File: src/rtl/if_byte_fetch_pkg.sv
// if_pkg: shared fetch-stage state encoding, widths and constants
package if_pkg;
  typedef enum logic [1:0] {RUN, LAST, WAIT} state_t;
  localparam int CNT_W = 2;
  localparam logic [31:0] RESET_PC_DEF = 32'h0000_0000;
  localparam logic [31:0] NOP = 32'h0000_0013;
endpackage

File: src/rtl/if_byte_fetch_if.sv
// if_byte_fetch_if: fetch-stage bundle toward ID (redirect, handshake) and the byte memory
interface if_byte_fetch_if #(parameter int ADDR_W = 17);
  logic branch_flag_i;
  logic [31:0] branch_target_i;
  logic id_ready_i;
  logic mem_rd_o;
  logic [ADDR_W-1:0] mem_addr_o;
  logic [7:0] mem_din_i;
  logic inst_valid_o;
  logic [31:0] pc_o;
  logic [31:0] inst_o;
  modport master (
    input branch_flag_i, branch_target_i, id_ready_i, mem_din_i,
    output mem_rd_o, mem_addr_o, inst_valid_o, pc_o, inst_o
  );
  modport slave (
    output branch_flag_i, branch_target_i, id_ready_i, mem_din_i,
    input mem_rd_o, mem_addr_o, inst_valid_o, pc_o, inst_o
  );
endinterface

File: src/rtl/if_byte_fetch_icache.sv
// if_icache: direct-mapped one-word-line instruction cache, built only with IF_ICACHE_EN
module if_icache #(
  parameter int LINES = 32
) (
  input logic clk,
  input logic rst,
  input logic [29:0] lk_word,
  output logic hit,
  output logic [31:0] lk_data,
  input logic we,
  input logic [29:0] wr_word,
  input logic [31:0] wr_data
);
  localparam int IW = $clog2(LINES);
  logic [LINES-1:0] v;
  logic [29-IW:0] tag [LINES];
  logic [31:0] data [LINES];
  assign hit = v[lk_word[IW-1:0]] && tag[lk_word[IW-1:0]] == lk_word[29:IW];
  assign lk_data = data[lk_word[IW-1:0]];
  always_ff @(posedge clk)
    if (rst) v <= '0;
    else if (we) v[wr_word[IW-1:0]] <= 1'b1;
  always_ff @(posedge clk)
    if (we) begin
      tag[wr_word[IW-1:0]] <= wr_word[29:IW];
      data[wr_word[IW-1:0]] <= wr_data;
    end
endmodule

File: src/rtl/if_byte_fetch.sv
// if_byte_fetch: byte-serial RV32I fetch stage; define IF_ICACHE_EN to add a direct-mapped I-cache
module if_byte_fetch
  import if_pkg::*;
#(
  parameter logic [31:0] RESET_PC = RESET_PC_DEF,
  parameter int ADDR_W = 17,
  parameter int ICACHE_LINES = 32
) (
  input logic clk,
  input logic rst,
  if_byte_fetch_if.master bus
);
  state_t state;
  logic [CNT_W-1:0] cnt;
  logic [31:0] fpc, word, c_data;
  logic [3:0][7:0] asm_q;
  logic hit_r, c_hit, hit, live, load;
  if (ICACHE_LINES < 2 || (ICACHE_LINES & (ICACHE_LINES - 1)) != 0) begin : g_chk
    $error("ICACHE_LINES must be a power of 2");
  end
`ifdef IF_ICACHE_EN
  if_icache #(.LINES(ICACHE_LINES)) u_icache (
    .clk, .rst, .lk_word(fpc[31:2]), .hit(c_hit), .lk_data(c_data),
    .we(live), .wr_word(fpc[31:2]), .wr_data(word)
  );
`else
  assign c_hit = 1'b0;
  assign c_data = '0;
`endif
  assign hit = state == RUN && cnt == '0 && c_hit;
  // live: LAST cycle whose byte 3 is arriving on mem_din_i (not a cache-hit word)
  assign live = state == LAST && !hit_r;
  assign word = live ? {bus.mem_din_i, asm_q[2], asm_q[1], asm_q[0]} : asm_q;
  assign load = (state == LAST && (!bus.inst_valid_o || bus.id_ready_i)) || (state == WAIT && bus.id_ready_i);
  assign bus.mem_rd_o = !rst && state == RUN && !hit;
  assign bus.mem_addr_o = rst ? '0 : ADDR_W'(fpc + 32'(cnt));
  always_ff @(posedge clk)
    if (rst) begin
      state <= RUN;
      cnt <= '0;
      fpc <= RESET_PC;
      asm_q <= '0;
      hit_r <= 1'b0;
      bus.inst_valid_o <= 1'b0;
      bus.pc_o <= '0;
      bus.inst_o <= '0;
    end else if (bus.branch_flag_i) begin
      state <= RUN;
      cnt <= '0;
      fpc <= bus.branch_target_i & ~32'd3;
      bus.inst_valid_o <= 1'b0;
    end else begin
      if (bus.inst_valid_o && bus.id_ready_i) bus.inst_valid_o <= 1'b0;
      if (live) asm_q[3] <= bus.mem_din_i;
      if (load) begin
        bus.pc_o <= fpc;
        bus.inst_o <= word;
        bus.inst_valid_o <= 1'b1;
        fpc <= fpc + 32'd4;
        state <= RUN;
      end else if (state == LAST) state <= WAIT;
      if (state == RUN) begin
        hit_r <= hit;
        if (hit) begin
          asm_q <= c_data;
          state <= LAST;
        end else begin
          if (cnt != '0) asm_q[cnt - CNT_W'(1)] <= bus.mem_din_i;
          cnt <= cnt + CNT_W'(1);
          if (cnt == '1) state <= LAST;
        end
      end
    end
endmodule
File: src/flat_wrapper.sv
// flat-port wrapper written by rule: the top's interface ports become plain ports
module if_byte_fetch_flat import if_pkg::*;
#(
  parameter logic [31:0] RESET_PC = RESET_PC_DEF,
  parameter int ADDR_W = 17,
  parameter int ICACHE_LINES = 32
)
  (clk, rst, bus_branch_flag_i, bus_branch_target_i, bus_id_ready_i, bus_mem_din_i, bus_mem_rd_o, bus_mem_addr_o, bus_inst_valid_o, bus_pc_o, bus_inst_o);
  if_byte_fetch_if #(.ADDR_W(ADDR_W)) bus_i ();
  input logic clk;
  input logic rst;
  input wire logic [$bits(bus_i.branch_flag_i)-1:0] bus_branch_flag_i;
  input wire logic [$bits(bus_i.branch_target_i)-1:0] bus_branch_target_i;
  input wire logic [$bits(bus_i.id_ready_i)-1:0] bus_id_ready_i;
  input wire logic [$bits(bus_i.mem_din_i)-1:0] bus_mem_din_i;
  output wire logic [$bits(bus_i.mem_rd_o)-1:0] bus_mem_rd_o;
  output wire logic [$bits(bus_i.mem_addr_o)-1:0] bus_mem_addr_o;
  output wire logic [$bits(bus_i.inst_valid_o)-1:0] bus_inst_valid_o;
  output wire logic [$bits(bus_i.pc_o)-1:0] bus_pc_o;
  output wire logic [$bits(bus_i.inst_o)-1:0] bus_inst_o;
  assign bus_i.branch_flag_i = bus_branch_flag_i;
  assign bus_i.branch_target_i = bus_branch_target_i;
  assign bus_i.id_ready_i = bus_id_ready_i;
  assign bus_i.mem_din_i = bus_mem_din_i;
  assign bus_mem_rd_o = bus_i.mem_rd_o;
  assign bus_mem_addr_o = bus_i.mem_addr_o;
  assign bus_inst_valid_o = bus_i.inst_valid_o;
  assign bus_pc_o = bus_i.pc_o;
  assign bus_inst_o = bus_i.inst_o;
  if_byte_fetch #(.RESET_PC(RESET_PC), .ADDR_W(ADDR_W), .ICACHE_LINES(ICACHE_LINES)) u_core (.clk(clk), .rst(rst), .bus(bus_i));
endmodule
File: config.mk
export PLATFORM = sky130hd
export DESIGN_NAME = if_byte_fetch_flat
export DESIGN_NICKNAME = d
export VERILOG_FILES = /design/src/rtl/if_byte_fetch_pkg.sv /design/src/rtl/if_byte_fetch_if.sv /design/src/rtl/if_byte_fetch_icache.sv /design/src/rtl/if_byte_fetch.sv /design/src/flat_wrapper.sv
export SDC_FILE = /design/constraint.sdc
export NUM_CORES = 1
export LEC_CHECK = 0
export ABC_AREA = 1
export BUFFER_PORTS_ARGS = -buffer_cell sky130_fd_sc_hd__buf_2
export CAP_MARGIN = 40
export CORE_ASPECT_RATIO = 0.7
export CORE_UTILIZATION = 50
export CTS_CLUSTER_DIAMETER = 200
export DETAILED_ROUTE_END_ITERATION = 10
export GPL_TIMING_DRIVEN = 0
export HOLD_SLACK_MARGIN = 0.06
export MAX_ROUTING_LAYER = met4
export PLACE_DENSITY = 0.79
export RECOVER_POWER = 50
export SYNTH_ARGS = -nofsm -noshare
export SYNTH_HDL_FRONTEND = slang
export SYNTH_SLANG_ARGS = --single-unit
export TNS_END_PERCENT = 100
File: constraint.sdc
create_clock -name clk -period 3.6 [get_ports clk]
set_clock_uncertainty 0.2 [all_clocks]
set_input_delay 0.72 -clock clk [delete_from_list [all_inputs] [get_ports clk]]
set_output_delay 0.72 -clock clk [all_outputs]
set_load 0.05 [all_outputs]
[Word level (Yosys, flattened, before mapping)]
Cells that the tools add are included.
Word-level totals
  bits in registers: 133
  input bits: 44
  output and inout bits: 83
Operators by class
  add/sub/neg operators: 4
  order comparisons: 2
  equal/unequal tests: 3
  muxes and demuxes: 18
  bitwise logic cells: 1
  reduce and logical (&&, ||, !) cells: 16
Operators with widths (count)
  two-way mux 32 bit: 5
  adder 32 x 3 -> 32 bit, second input constant: 1
  bitwise mux 32 bit: 1
  two-way mux 8 bit: 4
  adder 17 x 2 -> 17 bit: 1
  two-way mux 17 bit: 1
  demux 8 bit (select 2 bit): 1
  two-way mux 2 bit: 4
  nonzero test 2 bit: 3
  logical AND 1 bit: 5
  == test 2 bit, second input constant: 2
  < comparator 2 x 3 -> 1 bit, second input constant: 1
  AND reduction 3 bit: 1
  adder 2 x 1 -> 2 bit, second input constant: 1
  == test 2 x 1 -> 1 bit, second input constant: 1
  >= comparator 2 x 1 -> 1 bit, second input constant: 1
  zero test 1 bit: 2
  zero test 2 bit: 1
  logical OR 1 bit: 2
  two-way mux 1 bit: 2
  AND reduction 2 bit: 1
  OR reduction 2 bit: 1
  subtractor 2 x 1 -> 2 bit, second input constant: 1
  NOT 1 bit: 1

[Longest topological paths before layout]
Gate-level depths: netlist of the first run.
  word-level depth: 8
  depth in mapped cells: 12
  gate-level depth less buffers: 11

[Least setup slack after synthesis of the first run]
No wires, ideal clock.
  kind: input to output
  start point: in rst
  end point: out bus_mem_addr_o[16]
  arrival time: 1.783 ns
  data required time: 2.680 ns
  path slack: 0.897 ns
  stages: 3
  buffers on the path: 2
  cell sequence: clkbuf_1 -> buf_1 -> nor2_1
Between the ends
  word-level cells in the longest chain between the ends: 1
Ends and longest elaborated chain
  start, declared: line flat_wrapper.sv:11  | input logic rst;
  two-way mux 17 bit: line if_byte_fetch.sv:36  | assign bus.mem_addr_o = rst ? '0 : ADDR_W'(fpc + 32'(cnt));
  end, declared: line flat_wrapper.sv:17  | output wire logic [$bits(bus_i.mem_addr_o)-1:0] bus_mem_addr_o;
No other way between the ends.

[Final worst setup path of the first run]
  start point: in rst
  end point: out bus_mem_addr_o[13]
Same word-level chain as after synthesis.

==> summary by stage, run 1 <==
Global route
Global routing used 31.5% of the available tracks across all layers. The initial antenna violation count is 1. The pin count of the biggest net entering global routing is 17. The via count of the first global-routing pass came to 5360. The first-pass GRT wire length is around 28000 um. The total overflow reported by the global router is 0.

Power
Summed over all cells, the static leakage comes to a little over 3 nW. The total power density per cell area is 477 mW/mm2. The peak ir drop on the vdd network is 0.348 mV.

Timing
At the pin with the least slew margin, the transition time is roughly 0.70 ns. Summed over all failing endpoints, the final setup total negative slack is 0 ns. The worst slack on hold paths is around 0.25 ns.

The minimum period implied by the final worst setup slack is around 3.2 ns. Derived from the worst setup path, the maximum achievable clock frequency is approximately 0.32 GHz. The relative slew slack is between 50% and 60%. Setup repair after global routing left no endpoint under its margin. The count of endpoints failing hold in the final timing report was 0. The share of the clock period used by the worst path is 88.1%. The count of endpoints failing setup in the final report is 0. The number of max-slew violations in the final report is 0.

Worst setup path
The worst register-to-register path ends at u_core.bus.pc_o[17]$_SDFFE_PP0P_. The depth of the worst register-to-register path is 10. The most repeated library cell on the critical path is sky130_fd_sc_hd__clkbuf_1.

The cell type of the slowest stage on the worst timing path is sky130_fd_sc_hd__clkbuf_1. The critical path goes through clkbuf_1 > clkbuf_1 > clkbuf_1 > nor2_1 > buf_2. The critical path buffer and inverter count is 4. The category of the critical setup timing path is input pin to output port. In this run the worst setup path terminates at bus_mem_addr_o[13]. The largest fanout on the critical path is 10. At the worst endpoint, the required time is approximately 2.7 ns. The cell type group with the largest total delay on the critical path is buffers and inverters. The number of gates on the worst path with buffers counted is 5. The largest single stage delay on the critical path is 0.54 ns.

STA classifies the critical path startpoint as an input pin. The start of the worst register-to-register path is u_core.state[0]$_SDFF_PP0_. The most critical setup path has its startpoint at rst. The register-to-register path setup slack is between 0.4 and 0.5 ns. STA classifies the critical path endpoint as an output port. Data arrives at the worst endpoint at ~2.3 ns.

Place
The final weighted congestion of routability-driven global placement is about 0.96. The half-perimeter wire length after placement is 12500 um. The count of buffers added on input and output ports is 122.

Logic synthesis
The most used standard cell by instance count after synthesis is sky130_fd_sc_hd__nand2_1. Of all cell types, the one taking the most synthesized area is sky130_fd_sc_hd__dfxtp_1. Counting flops with a built-in enable in the synthesized netlist gives 0. The fraction of registers with async set/reset is 0%.

The number of warning messages in the yosys log is 0. For this run, the register share of the synthesized area comes to roughly 44%. The instance count of the mapped netlist is 826. In the synthesized netlist, the cells that appear most often are sky130_fd_sc_hd__nand2_1, sky130_fd_sc_hd__dfxtp_1, sky130_fd_sc_hd__nor2_1. The fraction of post-synthesis cell area in the top cell type by area is 44.4%. The count of unique library cells instantiated by Yosys is 34. Synthesis inferred about 130 register bits. The cell area that synthesis handed to floorplanning was 0.00582 mm2. The most used flip-flop cell after synthesis is sky130_fd_sc_hd__dfxtp_1.

The average instance area after synthesis is between 7 and 8 um2. By area the synthesized netlist is led by sky130_fd_sc_hd__dfxtp_1, sky130_fd_sc_hd__nand2_1, sky130_fd_sc_hd__o21ai_0.

Clock tree
The clock drives approximately 130 sinks. The number of cells upsized or downsized after cts is 0. The maximum clock insertion buffer count is 2. The number of buffers inserted during clock tree synthesis is 17. The CTS clock-pin slew for the worst setup and hold paths is 0.06 ns. Buffers inserted to repair hold after CTS numbered 0. The insertion delay to the later sink of the worst-skew pair is 0.42 ns. The number of H-tree branching levels is 4. The post-CTS repair timing setup buffer count is 0. The root buffer selected by CTS is sky130_fd_sc_hd__clkbuf_16. The TritonCTS clock tree is done.

Cells and area
Cells with a size suffix above 1 make up between 10% and 20% of the layout. Fill cells in the final layout number between 1k and 1.5k. The final layout contains 1018 nets. From synthesis to final layout, the design area changed by 21.0%.

Floorplanning
The core outline area is 0.0112 mm2. From left edge to right edge, the die measures about 130 um. The die is ~92 um tall. The die covers 0.0121 mm2. The number of placed I/O pins is 127. The row count is 32. The effective utilization at floorplan is a little over half.

Detailed routing
The initial detailed-routing violation count is 652. The DRC violations left is 0. For this run, the detailed router's first-pass iteration total came to 6. The via density per instance is 5.32. The routed wire length per instance is ~15 um. The count of vias placed by the detailed router is roughly 6.0k. The number of antenna-violating nets in the routed design is 0.

The wire length after detailed routing is about 17000 um.

Min path
The worst hold path class is register to register.

Job
Max-cap violations in this run came to 0.

Run status
The run finished with clean final reports.
## per-stage QoR
step / instance area [um2] / util, % / setup WS [ns] / cells / total power [W]
6_report: 7050 / 63.1 / 0.428 / 1135 / 0.00336
5_1_grt: 7050 / 63.1 / 0.259 / 1135 / 0.00346
4_1_cts: 7180 / 64.3 / 0.554 / 1134 / 0.00336
3_5_place_dp: 6630 / 59.3 / 0.562 / 1102 / 0.00177
3_3_place_gp: 6630 / 59.3 / 0.583 / 1102 / 0.00177
2_1_floorplan: 5830 / - / 0.897 / 827 / 0.00168
## placed cells by master (no fill, tap or decap)
master	synthesis	routed
sky130_fd_sc_hd__nand2_1	144	146
sky130_fd_sc_hd__dfxtp_1	129	129
sky130_fd_sc_hd__nor2_1	116	118
sky130_fd_sc_hd__inv_1	107	109
sky130_fd_sc_hd__o21ai_0	88	92
sky130_fd_sc_hd__clkbuf_1	19	89
sky130_fd_sc_hd__a21oi_1	84	84
sky130_fd_sc_hd__buf_2	9	65
sky130_fd_sc_hd__nand3_1	31	31
sky130_fd_sc_hd__clkbuf_16	0	17
sky130_fd_sc_hd__nor3_1	16	16
sky130_fd_sc_hd__nand4_1	9	9
sky130_fd_sc_hd__xor2_1	9	9
sky130_fd_sc_hd__o21ai_1	10	6
sky130_fd_sc_hd__nand3b_1	6	6
sky130_fd_sc_hd__ha_1	6	6
sky130_fd_sc_hd__buf_4	5	5
sky130_fd_sc_hd__a211oi_1	4	5
sky130_fd_sc_hd__clkinvlp_4	0	5
sky130_fd_sc_hd__inv_6	0	5
sky130_fd_sc_hd__buf_6	7	4
sky130_fd_sc_hd__o211a_1	4	4
sky130_fd_sc_hd__buf_1	4	3
sky130_fd_sc_hd__a31oi_1	3	3
sky130_fd_sc_hd__clkinv_2	1	2
sky130_fd_sc_hd__conb_1	1	2
sky130_fd_sc_hd__inv_8	0	2
sky130_fd_sc_hd__clkinv_4	0	2
sky130_fd_sc_hd__diode_2	0	1
sky130_fd_sc_hd__nand2_2	1	1
sky130_fd_sc_hd__nor2_4	2	1
sky130_fd_sc_hd__nor4_1	1	1
sky130_fd_sc_hd__or2_1	1	1
sky130_fd_sc_hd__nand3_2	1	1
sky130_fd_sc_hd__a21boi_0	1	1
sky130_fd_sc_hd__a22oi_1	1	1
## worst min path at each step
stage                                         end  cells after the start
3_5_place_dp   u_core.bus.inst_o[17]$_SDFFE_PP0P_                      2
6_report       u_core.bus.inst_o[17]$_SDFFE_PP0P_                      2
2_1_floorplan  u_core.bus.inst_o[17]$_SDFFE_PP0P_                      2
4_1_cts        u_core.bus.inst_o[17]$_SDFFE_PP0P_                      2
5_1_grt                                  register                      2
3_3_place_gp   u_core.bus.inst_o[18]$_SDFFE_PP0P_                      2
## where the power goes
part	leakage, nW	switching, W	internal (W)
Combinational	1.81	0.000182	0.0000751
Clock	0.257	0.000714	0.000898
Sequential	1.05	0.0000299	0.00146
## area by class of cell
class,instances,area (um2),area share [%]
clock inverters,15,126,1.79
diodes,1,2.50,0.0355
inverters,110,414,5.88
well taps,153,191,2.72
multi-input cells,544,2550,36.2
flip-flops and latches,129,2580,36.6
clock buffers,17,425,6.04
repair buffers,122,531,7.53
plain buffers,44,223,3.16
## logic make-up (layout without fill, tap and decap cells)
| logic type | Yosys count | count (layout) | share of synthesized area [%] |
|---|---|---|---|
| buffers and inverters | 154 | 308 | 11.4 |
| AOI/OAI and AO/OA | 196 | 196 | 17.6 |
| and+or+nand+nor | 331 | 331 | 23.9 |
| other | 1 | 3 | 0.0644 |
| DFF | 129 | 129 | 44.4 |
| xor gates and xnor gates | 9 | 9 | 1.35 |
| adders and majority gates | 6 | 6 | 1.29 |
## tightest hold or removal path: stages (launching register included)
cell,delay [ns]
sky130_fd_sc_hd__dfxtp_1,0.29
sky130_fd_sc_hd__inv_1,0.05
sky130_fd_sc_hd__a21oi_1,0.05
## layer usage
layer  up-vias  GRT usage (%)  wire length (um)
li1       2932              -                 -
met1      2736           46.9              8370
met2       334           40.3              6790
met3        37           7.93              1970
met4         0           10.8               301
met5         -              -                 0
Power figures use the tool's default switching activity.
==> run 2, diff against run 1 <==
==> constraint.sdc (replaced) <==
create_clock -name clk -period 3.75 [get_ports clk]
set_clock_uncertainty 0.2 [all_clocks]
set_input_delay 0.75 -clock clk [delete_from_list [all_inputs] [get_ports clk]]
set_output_delay 0.75 -clock clk [all_outputs]
set_load 0.05 [all_outputs]
==> run 2 against run 1 <==
Effect of this change: non-clock buffer count stayed put; sequential share of layout area hardly changed; die area stayed put; critical path depth stayed put; global-route usage stayed put; largest cell class unchanged; cell count stayed put; design area hardly changed; first-iteration DRC count is 0.92% lower; count of clock-buffer cells in the layout stayed put.
==> summary by stage, run 2 (same netlist as run 1, synthesis figures left out) <==
Worst setup path
The kind of end point of the critical path is an output port. The cell type of the slowest stage on the worst timing path is sky130_fd_sc_hd__clkbuf_1. Data on the critical path arrives at its endpoint at between 2 and 2.5 ns.

Broken down by cell family, the worst path's largest delay share belongs to buffers and inverters. The critical path is of the input pin to output port type. Together, buffers and inverters on the worst path number 4. The biggest cell delay along the critical path is 0.53 ns. Traced cell by cell, the critical path runs through clkbuf_1 > clkbuf_1 > clkbuf_1 > nor2_1 > buf_2. The nature of the critical path startpoint is an input pin. At the worst endpoint, the required time is 2.80 ns. Of all nets on the critical path, the largest fanout is 10. The most repeated library cell on the critical path is sky130_fd_sc_hd__clkbuf_1.

Floorplanning
The row count is 32. The die covers roughly 0.012 mm2. The core outline area is 0.0112 mm2. The number of placed I/O pins is 127.

The effective utilization at floorplan is 52.1%. From left edge to right edge, the die measures about 130 um. The die outline height is around 92 um.

Power
In this run the static leakage power is between 3 and 4 nW. Across the VDD grid, the largest voltage drop is around 0.33 mV. For this design the ratio of total power to cell area is 458 mW/mm2.

Timing
Setup repair after global routing left no endpoint under its margin. After layout, the worst path uses a little under nine tenths of the clock period. The count of endpoints failing hold in the final timing report was 0. The highest clock rate is about 0.31 GHz. Hold is met by approximately 0.25 ns. The number of max-slew violations in the final report is 0.

The worst pin sits at a relative slew slack of 54.0%. At the pin with the least slew margin, the transition time is just under 0.7 ns. The final setup TNS is 0 ns. The minimum period implied by the final worst setup slack is 3.23 ns.

Setup violations remaining at the end of the flow were counted as 0.

Place
The half-perimeter wire length after placement is between 10000 and 15000 um. At the end of routability-driven placement, the weighted congestion stood at about 0.96. The count of buffers added on input and output ports is ~120.

Cells and area
From synthesis to final layout, the design area changed by 20.9%. After the last flow step, the layout net total stands at just over 1k. Leaving out fill and tap cells, the most frequent cell in the layout is sky130_fd_sc_hd__nand2_1. The fraction of final layout cells with drive strength greater than 1 is between 10% and 20%. The filler cells instantiated in the layout total between 1k and 1.5k. In the final layout, the multi-input gates occupy 0.00255 mm2. The sequential cells in the finished layout cover a total of 0.00258 mm2. In the layout the commonest cells are sky130_fd_sc_hd__nand2_1, sky130_fd_sc_hd__dfxtp_1, sky130_fd_sc_hd__nor2_1.

Global route
In the global route stage, overall resource usage came out at about a third. Global routing finished with a remaining overflow of 0. Entering global routing, the biggest net connects 17 pins. The first-pass GRT wire length is roughly 28000 um. The via count of the first global-routing pass is approximately 5.4k.

The initial antenna violation count was 1.

Clock tree
The maximum clock insertion buffer count is 2. In this run the number of H-tree levels came out at 4. The number of clock sinks is 129.

After clock tree synthesis, the clock-pin slew on the worst setup and hold paths is around 0.06 ns. The later pin in the worst-skew pair is clocked with a latency of around 0.42 ns. The hold buffer count at CTS is 0. TritonCTS built the clock tree. In this run, CTS created clock tree buffers numbering 17. The root buffer selected by CTS is sky130_fd_sc_hd__clkbuf_16. The post-CTS repair timing setup buffer count is 0. Gates resized during post-CTS repair numbered 0.

Detailed routing
The wire length after detailed routing is approximately 17000 um. In this run the remaining antenna-violating nets after routing total 0. Using the TritonRoute via totals, the vias-per-cell ratio works out to 5.32.

The routed wire length per instance is around 15 um. The number of search-and-repair iterations in the first detailed-routing pass is 6. For this block, the via count after detailed routing is ~6.0k. The DRC violations left is 0. The initial detailed-routing violation count is around 650.

Job
The total of max-cap violations is 0.

Run status
The flow ran to the end, and the final reports show no timing, DRC or antenna violations.

Min path
The path class of the tightest hold or removal check is register to register.
## run 2: cell count changes in the layout (fill, tap and decap cells not counted)
cell                         previous run  this run
sky130_fd_sc_hd__clkinvlp_2             0         1
sky130_fd_sc_hd__clkbuf_1              89        84
sky130_fd_sc_hd__o21ai_0               92        93
sky130_fd_sc_hd__clkinv_2               2         1
sky130_fd_sc_hd__buf_2                 65        72
sky130_fd_sc_hd__o21ai_1                6         5
sky130_fd_sc_hd__buf_6                  4         2
## run 2: tightest hold or removal path: stages (launching register included)
cell and delay, ns:
sky130_fd_sc_hd__dfxtp_1 0.29, sky130_fd_sc_hd__inv_1 0.05, sky130_fd_sc_hd__a21oi_1 0.05
## run 2: worst paths after layout
check,start,to,slack (ns),depth (start not counted)
hold / removal,register,u_core.bus.inst_o[17]$_SDFFE_PP0P_,0.25,2
setup reg to reg,u_core.state[0]$_SDFF_PP0_,u_core.bus.pc_o[17]$_SDFFE_PP0P_,0.61,10
setup / recovery,rst,bus_mem_addr_o[13],0.52,5
hold reg to reg,register,u_core.bus.inst_o[17]$_SDFFE_PP0P_,0.25,2
## run 2: cell type report
type                            instances  area share (%)
Buffer                                 44            2.95
Multi-Input combinational cell        544            36.2
Antenna cell                            1          0.0355
Timing Repair Buffer                  122            7.66
Tap cell                              153            2.72
Clock inverter                         15            1.79
Inverter                              110            5.88
Sequential cell                       129            36.7
Clock buffer                           17            6.04
## run 2: per-layer routing
| layer | vias to the layer above | global-route usage [%] | share of wire [%] |
|---|---|---|---|
| li1 | 2931 | - | - |
| met1 | 2724 | 46.9 | 47 |
| met2 | 347 | 40.3 | 39 |
| met3 | 33 | 7.93 | 12 |
| met4 | 0 | 10.8 | 1.7 |
| met5 | - | - | 0 |
## run 2: per-stage QoR
step,setup slack [ns],cell area [um2],power [W],util (%),instances
finish,0.516,7040,0.00322,63.0,1135
global placement,0.673,6630,0.00170,59.3,1102
CTS,0.644,7180,0.00322,64.3,1134
detailed placement,0.652,6630,0.00170,59.3,1102
global route,0.355,7040,0.00332,63.0,1135
floorplan,0.987,5830,0.00161,-,827
## run 2: report_power, final
part / total (W) / switching [W] / internal, W
registers: 0.00143 / 0.0000284 / 0.00140
logic: 0.000246 / 0.000174 / 0.0000721
clock network: 0.00155 / 0.000684 / 0.000862
